## config.mk

```make
export PLATFORM = sky130hd
export DESIGN_NAME = vga_timing_generator_flat
export DESIGN_NICKNAME = d
export VERILOG_FILES = /design/src/rtl/vga_timing_generator_if.sv /design/src/rtl/vga_timing_generator.sv /design/src/flat_wrapper.sv
export SDC_FILE = /design/constraint.sdc
export NUM_CORES = 1
export LEC_CHECK = 0
export CAP_MARGIN = 15
export CORE_MARGIN = 1.5
export CORE_UTILIZATION = 45
export CTS_CLUSTER_DIAMETER = 40
export CTS_CLUSTER_SIZE = 24
export DETAILED_ROUTE_END_ITERATION = 10
export GPL_ROUTABILITY_DRIVEN = 0
export PLACE_DENSITY_LB_ADDON = 0.05
export RECOVER_POWER = 50
export SETUP_SLACK_MARGIN = 0.3
export SYNTH_ARGS = -nofsm -noshare
export SYNTH_HDL_FRONTEND = slang
export SYNTH_SLANG_ARGS = --single-unit
```

## constraint.sdc

```tcl
create_clock -name clk -period 1.8 [get_ports clk]
set_input_delay 0.36 -clock clk [delete_from_list [all_inputs] [get_ports clk]]
set_output_delay 0.36 -clock clk [all_outputs]
set_load 0.05 [all_outputs]
```

## src/rtl/vga_timing_generator_if.sv

```systemverilog
// Raster timing bundle between the VGA timing generator and its consumers.
// pix_en is a strobe, not a handshake: the generator advances exactly once per CLK with pix_en=1 and never stalls.
interface vga_timing_generator_if;
    logic       pix_en;
    logic [9:0] x;
    logic [9:0] y;
    logic       active;
    logic       hsync;
    logic       vsync;
    logic       blank_n;
    logic       line_start;
    logic       frame_start;

    modport master (
        input  pix_en,
        output x, y, active, hsync, vsync, blank_n, line_start, frame_start
    );

    modport slave (
        output pix_en,
        input  x, y, active, hsync, vsync, blank_n, line_start, frame_start
    );
endinterface

```

## src/rtl/vga_timing_generator.sv

```systemverilog
// Raster scan counters for the 640x480@60 frame, with sync/blank outputs delayed by PIPE_DLY pixel stages
// so they line up with the downstream pixel pipeline.
module vga_timing_generator #(
    parameter int H_ACTIVE = 640,
    parameter int H_FP     = 16,
    parameter int H_SYNC   = 96,
    parameter int H_BP     = 48,
    parameter int V_ACTIVE = 480,
    parameter int V_FP     = 10,
    parameter int V_SYNC   = 2,
    parameter int V_BP     = 33,
    parameter bit SYNC_POL = 1'b0,
    parameter int PIPE_DLY = 2
) (
    input  logic                   clk,
    input  logic                   rst_n,
    vga_timing_generator_if.master vga
);
    localparam int H_TOTAL = H_ACTIVE + H_FP + H_SYNC + H_BP;
    localparam int V_TOTAL = V_ACTIVE + V_FP + V_SYNC + V_BP;
    localparam int HS_LO   = H_ACTIVE + H_FP;
    localparam int HS_HI   = HS_LO + H_SYNC - 1;
    localparam int VS_LO   = V_ACTIVE + V_FP;
    localparam int VS_HI   = VS_LO + V_SYNC - 1;

    // The 10-bit coordinate ports cannot represent a longer raster.
    if (H_TOTAL > 1024 || V_TOTAL > 1024) begin : g_bad_total
        $error("vga_timing_generator: H_TOTAL and V_TOTAL must each be <= 1024");
    end
    if (PIPE_DLY < 1 || PIPE_DLY > 4) begin : g_bad_dly
        $error("vga_timing_generator: PIPE_DLY must be in 1..4");
    end

    logic [9:0]          x_q;
    logic [9:0]          y_q;
    logic                x_wrap;
    logic                y_wrap;
    logic                hs_raw;
    logic                vs_raw;
    logic                active_raw;
    logic [PIPE_DLY-1:0] hs_pipe;
    logic [PIPE_DLY-1:0] vs_pipe;
    logic [PIPE_DLY-1:0] act_pipe;
    logic                line_start_q;
    logic                frame_start_q;

    assign x_wrap     = (x_q == 10'(H_TOTAL - 1));
    assign y_wrap     = (y_q == 10'(V_TOTAL - 1));
    assign hs_raw     = (x_q >= 10'(HS_LO)) && (x_q <= 10'(HS_HI));
    assign vs_raw     = (y_q >= 10'(VS_LO)) && (y_q <= 10'(VS_HI));
    assign active_raw = (x_q < 10'(H_ACTIVE)) && (y_q < 10'(V_ACTIVE));

    always_ff @(posedge clk) begin
        if (!rst_n) begin
            x_q           <= '0;
            y_q           <= '0;
            hs_pipe       <= '0;
            vs_pipe       <= '0;
            act_pipe      <= '0;
            line_start_q  <= 1'b0;
            frame_start_q <= 1'b0;
        end else begin
            line_start_q  <= 1'b0;
            frame_start_q <= 1'b0;
            if (vga.pix_en) begin
                line_start_q  <= x_wrap;
                frame_start_q <= x_wrap && y_wrap;
                if (x_wrap) begin
                    x_q <= '0;
                    y_q <= y_wrap ? 10'd0 : y_q + 10'd1;
                end else begin
                    x_q <= x_q + 10'd1;
                end
                // Pipe stages hold "asserted" flags; polarity is applied only at the outputs.
                hs_pipe[0]  <= hs_raw;
                vs_pipe[0]  <= vs_raw;
                act_pipe[0] <= active_raw;
                for (int i = 1; i < PIPE_DLY; i++) begin
                    hs_pipe[i]  <= hs_pipe[i-1];
                    vs_pipe[i]  <= vs_pipe[i-1];
                    act_pipe[i] <= act_pipe[i-1];
                end
            end
        end
    end

    assign vga.x           = x_q;
    assign vga.y           = y_q;
    assign vga.active      = active_raw;
    assign vga.hsync       = ~(hs_pipe[PIPE_DLY-1] ^ SYNC_POL);
    assign vga.vsync       = ~(vs_pipe[PIPE_DLY-1] ^ SYNC_POL);
    assign vga.blank_n     = act_pipe[PIPE_DLY-1];
    assign vga.line_start  = line_start_q;
    assign vga.frame_start = frame_start_q;
endmodule

```

## src/flat_wrapper.sv

```systemverilog
// flat-port wrapper written by rule: the top's interface ports become plain ports
module vga_timing_generator_flat 
#(
    parameter int H_ACTIVE = 640,
    parameter int H_FP     = 16,
    parameter int H_SYNC   = 96,
    parameter int H_BP     = 48,
    parameter int V_ACTIVE = 480,
    parameter int V_FP     = 10,
    parameter int V_SYNC   = 2,
    parameter int V_BP     = 33,
    parameter bit SYNC_POL = 1'b0,
    parameter int PIPE_DLY = 2
)
  (clk, rst_n, vga_pix_en, vga_x, vga_y, vga_active, vga_hsync, vga_vsync, vga_blank_n, vga_line_start, vga_frame_start);
  vga_timing_generator_if vga_i ();
  input  logic clk;
  input  logic rst_n;
  input wire logic [$bits(vga_i.pix_en)-1:0] vga_pix_en;
  output wire logic [$bits(vga_i.x)-1:0] vga_x;
  output wire logic [$bits(vga_i.y)-1:0] vga_y;
  output wire logic [$bits(vga_i.active)-1:0] vga_active;
  output wire logic [$bits(vga_i.hsync)-1:0] vga_hsync;
  output wire logic [$bits(vga_i.vsync)-1:0] vga_vsync;
  output wire logic [$bits(vga_i.blank_n)-1:0] vga_blank_n;
  output wire logic [$bits(vga_i.line_start)-1:0] vga_line_start;
  output wire logic [$bits(vga_i.frame_start)-1:0] vga_frame_start;
  assign vga_i.pix_en = vga_pix_en;
  assign vga_x = vga_i.x;
  assign vga_y = vga_i.y;
  assign vga_active = vga_i.active;
  assign vga_hsync = vga_i.hsync;
  assign vga_vsync = vga_i.vsync;
  assign vga_blank_n = vga_i.blank_n;
  assign vga_line_start = vga_i.line_start;
  assign vga_frame_start = vga_i.frame_start;
  vga_timing_generator #(.H_ACTIVE(H_ACTIVE), .H_FP(H_FP), .H_SYNC(H_SYNC), .H_BP(H_BP), .V_ACTIVE(V_ACTIVE), .V_FP(V_FP), .V_SYNC(V_SYNC), .V_BP(V_BP), .SYNC_POL(SYNC_POL), .PIPE_DLY(PIPE_DLY)) u_core (.clk(clk), .rst_n(rst_n), .vga(vga_i));
endmodule
```

== Word level (Yosys, flattened, before mapping) ==
Cells that the tools add are included.

* Input bits: 3
* Output and inout bits: 26
* Logic and storage cells: 27
* Bits in registers: 28

* Bitwise operators: 2
* Reductions and logical operators: 6
* Eq/ne operators: 2
* Mux-type cells: 2
* $lt $le $gt $ge: 6
* Add/subtract/negate cells: 2

{| class="wikitable"
|+ Operators by type and width
! kind !! count
|-
| adder 10 x 1 -> 10 bit, second input constant || 2
|-
| equality test 10 bit, second input constant || 2
|-
| two-way mux 10 bit || 2
|-
| >= comparator 10 bit, second input constant || 1
|-
| >= comparator 10 x 9 -> 1 bit, second input constant || 1
|-
| less-or-equal comparator 10 bit, second input constant || 1
|-
| less-or-equal comparator 10 x 9 -> 1 bit, second input constant || 1
|-
| less-than comparator 10 bit, second input constant || 1
|-
| less-than comparator 10 x 9 -> 1 bit, second input constant || 1
|-
| logical AND 1 bit || 4
|-
| AND reduction 2 bit || 2
|-
| NOT 1 bit || 2
|}

== Longest topological paths before layout ==
Gate-level depths: netlist of the first run.

* Depth after elaboration: 2
* Gate-level depth with buffers: 7
* Mapped depth without buffers: 6

== Worst setup path after synthesis of the first run ==
OpenSTA, ideal clock, no wires.

* Path type: reg-to-reg
* From: reg u_core.x_q[0], in the netlist u_core.vga.x[0]
* To: reg u_core.y_q[5], in the netlist u_core.vga.y[5]
* Slack: -0.346 ns
* Arrival: 2.074 ns
* Cell stages (with the launch flop): 7
* Setup time: 0.072 ns
* Buffers on the path: 1
* Clock period less this slack: 2.146 ns
* Data required time: 1.728 ns
* Cells stage by stage: dfxtp_1 > ha_1 > and4_1 > buf_2 > nand3_1 > nor4_2 > mux2i_1

* Cells in the longest elaborated chain, start to end: 2

{| class="wikitable"
|+ RTL lines
! item !! line !! text
|-
| start: declaration || vga_timing_generator.sv:34 || <nowiki>logic [9:0] x_q;</nowiki>
|-
| start signal: assignment || vga_timing_generator.sv:72 || <nowiki>x_q <= x_q + 10'd1;</nowiki>
|-
| equality test 10 bit || vga_timing_generator.sv:47 || <nowiki>assign x_wrap = (x_q == 10'(H_TOTAL - 1));</nowiki>
|-
| AND reduction 2 bit (no source line) || -- ||
|-
| end signal: assignment || vga_timing_generator.sv:70 || <nowiki>y_q <= y_wrap ? 10'd0 : y_q + 10'd1;</nowiki>
|-
| end: declaration || vga_timing_generator.sv:35 || <nowiki>logic [9:0] y_q;</nowiki>
|}

Every way passes these cells.
A chain may end at the register's enable or synchronous reset.

== Worst setup path in the final report of the first run ==
* From: reg u_core.y_q[1], in the netlist u_core.vga.y[1]
* To: reg u_core.y_q[9], in the netlist u_core.vga.y[9]

* Cells in the longest elaborated chain, start to end: 2
* Elaborated cells on any way between the ends: 3
* Classes of those cells: add/sub: 1; eq/ne: 1; mux: 1

{| class="wikitable"
|+ RTL lines
! item !! line
|-
| adder 10 x 1 -> 10 bit / equality test 10 bit (equally long branches) || vga_timing_generator.sv:70, vga_timing_generator.sv:48
|-
| two-way mux 10 bit (*) || vga_timing_generator.sv:70
|}

Mark *: on every way between the ends. The rest lies on a longest branch, timed or not.

==> impl_metrics.env, run 1 <==
export IMPL_cts_inserted_buffers=3
export IMPL_synth_edf_count=0
export IMPL_use_met3_pct=2.857
export IMPL_grt_pass1_vias=1267
export IMPL_sequentialPowerShare_pct=58.7
export IMPL_via_count=1361
export IMPL_yosysSeqAreaShare_pct=40.58
export IMPL_cap_violations=0
export IMPL_p_leak_nw=0.7847
export IMPL_tightest_slew_ns=0.6039
export IMPL_die_y_um=58.41
export IMPL_syn_inst=158
export IMPL_rsz0062_at_grt="yes"
export IMPL_path_clk_slew_ns=0.15
export IMPL_grt_max_degree=17
export IMPL_fin_crit_sh_pct=99.51
export IMPL_gr_usage_met1_pct=28.83
export IMPL_p_sw_mw=0.2519
export IMPL_clkLatencyLatePin_ns=0.34
export IMPL_cts_root_buf="clkbuf_4"
export IMPL_hold_buffers=0
export IMPL_synth_avg_cell_area_sq_um=8.743
export IMPL_wl_per_cell_um=13.95
export IMPL_io_pins=29
export IMPL_synth_nets=165
export IMPL_ys_warn_count=0
export IMPL_regToRegSetupSlack_ns=0.009
export IMPL_portBuffers=28
export IMPL_startpoint_type="flop"
export IMPL_power_total_mw=1.067
export IMPL_use_met2_pct=33.87
export IMPL_finalMaxSlewViolations=0
export IMPL_ant_nets=0
export IMPL_htree_levels=1
export IMPL_dp_hpwl_um=2381
export IMPL_period_needed_ns=1.791
export IMPL_dr_pass1_iters=4
export IMPL_drive_gt1_share_pct=34.74
export IMPL_grt_usage_pct=21.34
export IMPL_dieWidth_um=58.41
export IMPL_p_comb_share_pct=7.6
export IMPL_ys_flop_type="dfxtp_1"
export IMPL_drc_errors=0
export IMPL_die_area_sq_um=3411
export IMPL_insertedDiodeCount=0
export IMPL_grt_pass1_wl_um=5685
export IMPL_synthesis_area_sq_um=1381
export IMPL_fin_skew_ns=0.009263
export IMPL_path_class="reg -> reg"
export IMPL_instances_no_fill=244
export IMPL_worstPathArrival_ns=2.04
export IMPL_worst_ep_required_time_ns=2.05
export IMPL_num_rows=19
export IMPL_setup_violations=0
export IMPL_cellPowerDensity_nw_per_um2=545.2
export IMPL_swShare_pct=23.61
export IMPL_grt_overflow=0
export IMPL_place_inst=225
export IMPL_worstPathMaxFanout=9
export IMPL_ys_async_sr_fraction_pct=0
export IMPL_status="complete, no violations"
export IMPL_nNetsFinal=221
export IMPL_ys_ff_latch=28
export IMPL_clock_sinks=28
export IMPL_cts_tree="built"
export IMPL_p_int_mw=0.8149
export IMPL_finalHoldViolations=0
export IMPL_timing_fmax_ghz=0.5583
export IMPL_antenna_found_initial=0
export IMPL_min_path_type="reg -> reg"
export IMPL_ir_drop_mv=0.3789
export IMPL_postRouteWirelength_um=3403
export IMPL_ys_types=41
export IMPL_endpoint_kind="flop"
export IMPL_coreArea_sq_um=2829
export IMPL_clock_power_share_pct=33.6
export IMPL_top_usage_layer="met2"
export IMPL_vias_per_cell=5.578
export IMPL_clk_path_buf_depth=2
export IMPL_drt_initial_drc_count=59
export IMPL_start_util_pct=48.83
export IMPL_relSlewSlack_pct=59.92
export IMPL_areaGrowthSynthToFinish_pct=41.67
[synth_stat cells, types with 2 or more instances]
cell      instances  area (sq um)
dfxtp_1          28         560.5
nor2_1           15         56.30
nand2_1          13         48.80
a21oi_1           9         45.04
nor3_1            8         40.04
inv_1             7         26.28
mux2i_1           7         70.07
nand4_1           7         43.79
and3_1            5         31.28
nand3_1           5         25.02
xor2_1            5         43.79
ha_1              4         50.05
o21ai_0           4         20.02
nand2b_1          3         18.77
o21ai_1           3         15.01
or3_1             3         18.77
a32o_1            2         20.02
and4_1            2         17.52
buf_1             2         7.510
buf_2             2         10.01
clkbuf_1          2         7.510
nand3b_1          2         15.01
xnor2_1           2         17.52
[state kept, by name, summed over array words and instances (netlist names)]
signal and flops:
u_core.hs_pipe 2, u_core.vga.y 10, u_core.act_pipe 2, u_core.vs_pipe 2, u_core.vga.x 10, u_core.vga.frame_start 1, u_core.vga.line_start 1
[metrics by stage]
step	instance area, sq um	hold WS (ns)	setup slack [ns]	setup TNS, ns	utilization [%]
finish	1957	0.4846	0.008759	0	69.17
global route	1957	0.5347	-0.02670	-0.1290	69.17
CTS	1988	0.4905	0.03455	0	70.28
detailed placement	1793	0.4694	-0.1637	-0.8534	63.38
global placement	1793	0.4607	-0.1149	-0.5456	63.38
floorplan	1449	0.4471	-0.04392	-0.1290	-
[final timing paths]
kind                                  startpoint                             end  cells after the start
setup / recovery    u_core.vga.y[1]$_SDFFE_PN0P_    u_core.vga.y[9]$_SDFFE_PN0P_                      7
hold / removal    u_core.vs_pipe[0]$_SDFFE_PN0P_  u_core.vs_pipe[0]$_SDFFE_PN0P_                      2
setup reg to reg    u_core.vga.y[1]$_SDFFE_PN0P_    u_core.vga.y[9]$_SDFFE_PN0P_                      7
hold reg to reg   u_core.vs_pipe[0]$_SDFFE_PN0P_  u_core.vs_pipe[0]$_SDFFE_PN0P_                      2
[power groups by stage]
stage,logic [mW],registers [mW],clock network (mW)
final,0.0814,0.627,0.359
after global routing,0.0893,0.628,0.387
after CTS,0.0877,0.628,0.370
after detailed placement,0.0801,0.648,0
after global placement,0.0779,0.646,0
after floorplan,0.0320,0.666,0
[placed cells by master (no fill, tap or decap), types with 2 or more instances in the layout]
cell,n
clkbuf_1,13
nand4_1,7
ha_1,3
nor3_1,7
xnor2_1,2
and3_1,5
dfxtp_4,9
inv_2,2
nor2_1,15
nand2b_1,3
o21ai_0,3
or3_1,3
o21ai_1,2
buf_6,5
o21ai_2,2
nand2_1,13
a21oi_1,9
mux2i_1,7
a32o_1,2
nand3_1,4
buf_4,34
inv_1,5
nor4_4,2
dfxtp_2,6
nand3b_1,2
dfxtp_1,13
xor2_1,5
clkbuf_4,3
[cell type report]
| cell class | count | area, sq um |
|---|---|---|
| fill | 243 | 872.1 |
| multi-input combinational | 116 | 818.3 |
| sequential | 28 | 601.8 |
| timing repair buffer | 57 | 420.4 |
| clock buffer | 4 | 47.55 |
| tap | 31 | 38.79 |
| inverter | 8 | 30.03 |
[logic make-up (layout without fill, tap and decap cells)]
logic type	count (synthesis)	count (layout)	share of synthesized area, %
and+or+nand+nor	74	74	31.52
DFF	28	28	40.58
AOI/OAI and AO/OA	24	24	10.78
buffers and inverters	14	69	3.986
xor gates and xnor gates	7	7	4.438
muxes	7	7	5.073
adders and majority gates	4	4	3.623
[per-layer routing]
layer / wire (um) / up-vias
met5: 0 / -
met4: 57 / 0
met3: 152 / 7
met2: 1628 / 44
met1: 1564 / 630
li1: - / 680
[critical path, cell delays in order (launching register included)]
cell     delay [ns]
dfxtp_4        0.38
inv_2          0.05
ha_1           0.14
or4b_4         0.47
nor4_4         0.16
buf_6          0.18
o21ai_1        0.07
a32o_1         0.25
[timing repair]
| action | 4_1_cts | 5_1_grt |
|---|---|---|
| buffers inserted | 14 | 1 |
| pin swaps | 8 | 2 |
| setup endpoints to repair | 13 | 19 |
| hold endpoints to repair | 0 | 0 |
| resized for setup | 14 | 6 |
Power figures use the tool's default switching activity.
==> inputs of run 2 (changes only) <==
==> constraint.sdc (replaced) <==
create_clock -name clk -period 1.8 [get_ports clk]
set_input_delay 0.45 -clock clk [delete_from_list [all_inputs] [get_ports clk]]
set_output_delay 0.45 -clock clk [all_outputs]
set_load 0.05 [all_outputs]
==> run 2 against run 1 <==
Critical path depth unchanged; setup slack better by 0.014 ns; global-route usage down 1.3 points; clock power down 11%; wire length down 1.7%; sequential power down 1%; final area down 0.32%; largest power group unchanged.
==> impl_metrics.env, run 2 (synthesized netlist as in run 1, its figures left out) <==
export IMPL_startpoint="u_core.vga.y[1]$_SDFFE_PN0P_"
export IMPL_coreArea_sq_um=2829
export IMPL_io_pins=29
export IMPL_startpoint_type="flop"
export IMPL_setup_slack_ns=0.02304
export IMPL_rsz0062_at_grt="yes"
export IMPL_fin_crit_sh_pct=98.72
export IMPL_cts_inserted_buffers=3
export IMPL_drc_errors=0
export IMPL_num_rows=19
export IMPL_fin_skew_ns=0.008636
export IMPL_postRouteWirelength_um=3346
export IMPL_dieWidth_um=58.41
export IMPL_clk_path_buf_depth=2
export IMPL_placed_cell_area_sq_um=1802
export IMPL_cts_tree="built"
export IMPL_status="complete, no violations"
export IMPL_p_leak_nw=0.8061
export IMPL_vias_per_cell=5.477
export IMPL_relSlewSlack_pct=60.59
export IMPL_areaGrowthSynthToFinish_pct=41.21
export IMPL_whs_ns=0.4914
export IMPL_instances_no_fill=243
export IMPL_min_from="u_core.vs_pipe[0]$_SDFFE_PN0P_"
export IMPL_wl_per_cell_um=13.77
export IMPL_dr_pass1_iters=4
export IMPL_path_class="reg -> reg"
export IMPL_finalHoldViolations=0
export IMPL_worstPathArrival_ns=2.02
export IMPL_cellPowerDensity_nw_per_um2=527.5
export IMPL_clkLatencyLatePin_ns=0.33
export IMPL_endpoint_kind="flop"
export IMPL_crit_chain="inv_2, ha_1, or4b_4, nor4_4, buf_6, o21ai_1, a32o_1"
export IMPL_ir_drop_mv=0.3802
export IMPL_final_cell_mix="buf_4 (32), nor2_1 (15), dfxtp_1 (14)"
export IMPL_grt_max_degree=16
export IMPL_min_path_type="reg -> reg"
export IMPL_power_total_mw=1.029
export IMPL_final_common_cell="buf_4"
export IMPL_period_needed_ns=1.777
export IMPL_antenna_found_initial=0
export IMPL_place_inst=226
export IMPL_grt_pass1_vias=1144
export IMPL_drive_gt1_share_pct=36.79
export IMPL_nNetsFinal=220
export IMPL_fin_util_pct=68.95
export IMPL_tightest_slew_ns=0.5936
export IMPL_cts_root_buf="clkbuf_4"
export IMPL_clock_sinks=28
export IMPL_grt_overflow=0
export IMPL_worst_ep_required_time_ns=2.04
export IMPL_insertedDiodeCount=0
export IMPL_timing_fmax_ghz=0.5628
export IMPL_fin_area_sq_um=1951
export IMPL_finalMaxSlewViolations=0
export IMPL_start_util_pct=48.83
export IMPL_grt_usage_pct=20.02
export IMPL_fill_cells=252
export IMPL_setup_violations=0
export IMPL_via_count=1331
export IMPL_dp_hpwl_um=2377
export IMPL_slowest_delay_ns=0.47
export IMPL_die_y_um=58.41
export IMPL_drt_initial_drc_count=40
export IMPL_path_clk_slew_ns=0.16
export IMPL_hold_buffers=0
export IMPL_portBuffers=28
export IMPL_htree_levels=1
export IMPL_cap_violations=0
export IMPL_worstPathMaxFanout=10
export IMPL_ant_nets=0
export IMPL_grt_pass1_wl_um=5388
export IMPL_die_area_sq_um=3411
export IMPL_worst_path_max_delay_cell="or4b_4"
export IMPL_r2r_start="u_core.vga.y[1]$_SDFFE_PN0P_"
export IMPL_detailedPlace_worstSlack_ns=-0.2502
export IMPL_tns_ns=0
-- run 2: changes by cell type in the layout (fill, tap and decap cells not counted), sizes merged --
cell | previous run | this run
clkbuf | 18 | 15
buf | 41 | 43
dlygate4sd2 | 0 | 1
dlygate4sd3 | 1 | 0
-- run 2: final cells by class --
cell class / instances / area [sq um] / share of cell area (%)
Clock buffer: 4 / 36.28 / 1.860
Inverter: 8 / 30.03 / 1.539
Timing Repair Buffer: 56 / 436.7 / 22.39
Tap cell: 31 / 38.79 / 1.988
Multi-Input combinational cell: 116 / 805.8 / 41.31
Sequential cell: 28 / 603.1 / 30.92
-- run 2: per-layer routing --
layer | global-route usage, % | wire (um) | vias to the layer above
met4 | 5.980 | 32 | 0
met3 | 2.637 | 109 | 4
met2 | 29.21 | 1456 | 24
met5 | 0 | 0 | -
met1 | 30.51 | 1747 | 626
li1 | - | - | 677
-- run 2: where the power goes --
part / internal [mW] / switching [mW]
logic: 0.0337 / 0.0574
registers: 0.614 / 0.00498
clock network: 0.124 / 0.195
-- run 2: final timing paths --
path              cells past startpoint  slack (ns)                        endpoint
hold reg to reg                       2        0.49  u_core.vs_pipe[0]$_SDFFE_PN0P_
hold / removal                        2        0.49  u_core.vs_pipe[0]$_SDFFE_PN0P_
setup reg to reg                      7        0.02    u_core.vga.y[7]$_SDFFE_PN0P_
setup / recovery                      7        0.02    u_core.vga.y[7]$_SDFFE_PN0P_
-- run 2: what timing repair did --
action                     4_1_cts  5_1_grt
setup endpoints to repair       19       22
gates resized for setup          5       20
setup buffers                    2       11
pin swaps                        4        6
-- run 2: critical path, delay by kind of cell (launching register included) --
family	cells	cell delay, ns
AOI/OAI and AO/OA	2	0.31
and+or+nand+nor	2	0.63
DFF	1	0.37
buffers and inverters	2	0.23
adders and majority gates	1	0.14
==> inputs of run 3 (changes only) <==
CORE_MARGIN = unset   (was 1.5)
CTS_CLUSTER_DIAMETER = 60   (was 40)
SLEW_MARGIN = 0   (was unset)
==> run 3 against run 2 <==
The flow now finishes with violations (design-rule violations); total power rose by 8.9%; setup slack got worse by 0.018 ns; final cell count down 2.9%; sequential cell count is the same; sequential power rose by 1%; non-clock buffer count decreased by 7; core utilization rose by 0.44 points; largest power group unchanged; hold slack better by 0.0013 ns.
==> impl_metrics.env, run 3 (synthesized netlist as in run 1, its figures left out) <==
export IMPL_antenna_found_initial=0
export IMPL_grt_max_degree=17
export IMPL_die_area_sq_um=3295
export IMPL_worst_ep_required_time_ns=1.35
export IMPL_violations="design-rule violations"
export IMPL_worst_path_max_delay_cell="dfxtp_2"
export IMPL_ant_nets=0
export IMPL_regArea_sq_um=606.8
export IMPL_worstPathMaxFanout=5
export IMPL_fin_skew_ns=0.006797
export IMPL_insertedDiodeCount=0
export IMPL_portBuffers=28
export IMPL_status="complete, but fails checks"
export IMPL_nNetsFinal=213
export IMPL_startpoint_type="flop"
export IMPL_rsz0062_at_grt="yes"
export IMPL_detailedPlace_worstSlack_ns=-0.2324
export IMPL_timing_fmax_ghz=0.5572
export IMPL_startpoint="u_core.vga.y[8]$_SDFFE_PN0P_"
export IMPL_final_cell_mix="buf_4 (21), nor2_1 (15), nand2_1 (12)"
export IMPL_cts_inserted_buffers=3
export IMPL_vias_per_cell=5.564
export IMPL_htree_levels=1
export IMPL_relSlewSlack_pct=61.12
export IMPL_cellPowerDensity_nw_per_um2=570.6
export IMPL_grt_pass1_vias=1197
export IMPL_wl_met1_um=1609
export IMPL_clkLatencyLatePin_ns=0.33
export IMPL_grt_usage_pct=22.23
export IMPL_io_pins=29
export IMPL_dp_hpwl_um=2402
export IMPL_r2r_start="u_core.vga.y[1]$_SDFFE_PN0P_"
export IMPL_endpoint_kind="primary output"
export IMPL_routed_top_layer="met4"
export IMPL_dr_wl_met2_um=1554
export IMPL_dr_pass1_iters=7
export IMPL_drive_gt1_share_pct=38.54
export IMPL_path_class="reg -> out"
export IMPL_grt_pass1_wl_um=5651
export IMPL_die_y_um=57.41
export IMPL_setup_slack_ns=0.005195
export IMPL_areaGrowthSynthToFinish_pct=42.12
export IMPL_tightest_slew_ns=0.5858
export IMPL_hold_buffers=0
export IMPL_period_needed_ns=1.795
export IMPL_setup_violations=0
export IMPL_wl_per_cell_um=14.28
export IMPL_wl_met3_um=187
export IMPL_via_count=1313
export IMPL_ir_drop_mv=0.6247
export IMPL_multi_input_area_sq_um=835.8
export IMPL_slowest_delay_ns=0.40
export IMPL_worstPathArrival_ns=1.34
export IMPL_min_path_type="reg -> reg"
export IMPL_p_leak_nw=0.7874
export IMPL_cts_root_buf="clkbuf_4"
export IMPL_fill_cells=251
export IMPL_finalHoldViolations=0
export IMPL_crit_buf_inv=1
export IMPL_final_common_cell="buf_4"
export IMPL_postRouteWirelength_um=3370
export IMPL_min_from="u_core.hs_pipe[0]$_SDFFE_PN0P_"
export IMPL_finalMaxSlewViolations=0
export IMPL_coreArea_sq_um=2829
export IMPL_tns_ns=0
export IMPL_crit_chain="nand4_1, and3b_2, buf_12"
export IMPL_cap_violations=0
export IMPL_path_clk_slew_ns=0.15
export IMPL_start_util_pct=48.83
export IMPL_cts_tree="built"
export IMPL_clock_sinks=28
export IMPL_grt_overflow=0
export IMPL_clk_path_buf_depth=2
export IMPL_drt_initial_drc_count=44
export IMPL_drc_errors=1
export IMPL_fin_crit_sh_pct=99.71
export IMPL_fin_util_pct=69.39
export IMPL_path_delay_family="simple AND/OR/NAND/NOR gates"
export IMPL_num_rows=19
export IMPL_dieWidth_um=57.41
## run 3: cell types whose count changed in the layout (fill, tap and decap cells not counted), sizes merged
cell / before / now
buf: 43 / 33
clkbuf: 15 / 17
bufinv: 0 / 1
clkdlybuf4s50: 1 / 0
dlygate4sd3: 0 / 1
## run 3: area by class of cell
| type | count | share of cell area, % |
|---|---|---|
| clock inverter | 1 | 1.530 |
| sequential | 28 | 30.91 |
| multi-input combinational | 116 | 42.57 |
| timing repair buffer | 49 | 20.08 |
| tap | 31 | 1.976 |
| clock buffer | 3 | 1.147 |
| inverter | 8 | 1.785 |
## run 3: metal layers
layer,vias up,track usage (%)
met1,609,32.49
met5,-,0
met3,2,4.762
met2,38,34.39
li1,664,-
met4,0,3.136
## run 3: metrics by stage
stage	cells	hold WS, ns	area (sq um)	power (mW)
floorplan	158	0.4471	1450	0.6982
finish	236	0.4926	1963	1.120
global route	236	0.5205	1963	1.168
CTS	235	0.4929	1939	1.136
global placement	225	0.4623	1794	0.7276
detailed placement	225	0.4655	1794	0.7301
## run 3: path summary, 6_finish.rpt
check	to	slack [ns]	cells after the start
min	u_core.hs_pipe[0]$_SDFFE_PN0P_	0.49	2
max	vga_active	0.005	3
min reg2reg	u_core.hs_pipe[0]$_SDFFE_PN0P_	0.49	2
max reg2reg	u_core.vga.y[7]$_SDFFE_PN0P_	0.005	7
## run 3: worst register-to-register path, delay by kind of cell, from the launching register on
kind            cells  cell delay, ns
fa+ha+maj           1            0.11
flops               1            0.38
compound gates      2            0.31
simple gates        2            0.66
buf+inv             2            0.24
## run 3: report_power, final
group | total [mW] | switching (mW) | internal, mW
sequential | 0.625 | 0.00934 | 0.616
clock | 0.407 | 0.182 | 0.225
combinational | 0.0878 | 0.0545 | 0.0333
total | 1.12 | 0.246 | 0.874
## run 3: timing repair
action,in CTS,in global routing
cloned,1,0
setup buffers,5,1
gates resized for setup,15,18
pin swaps,14,6
endpoints found under the setup margin,19,26
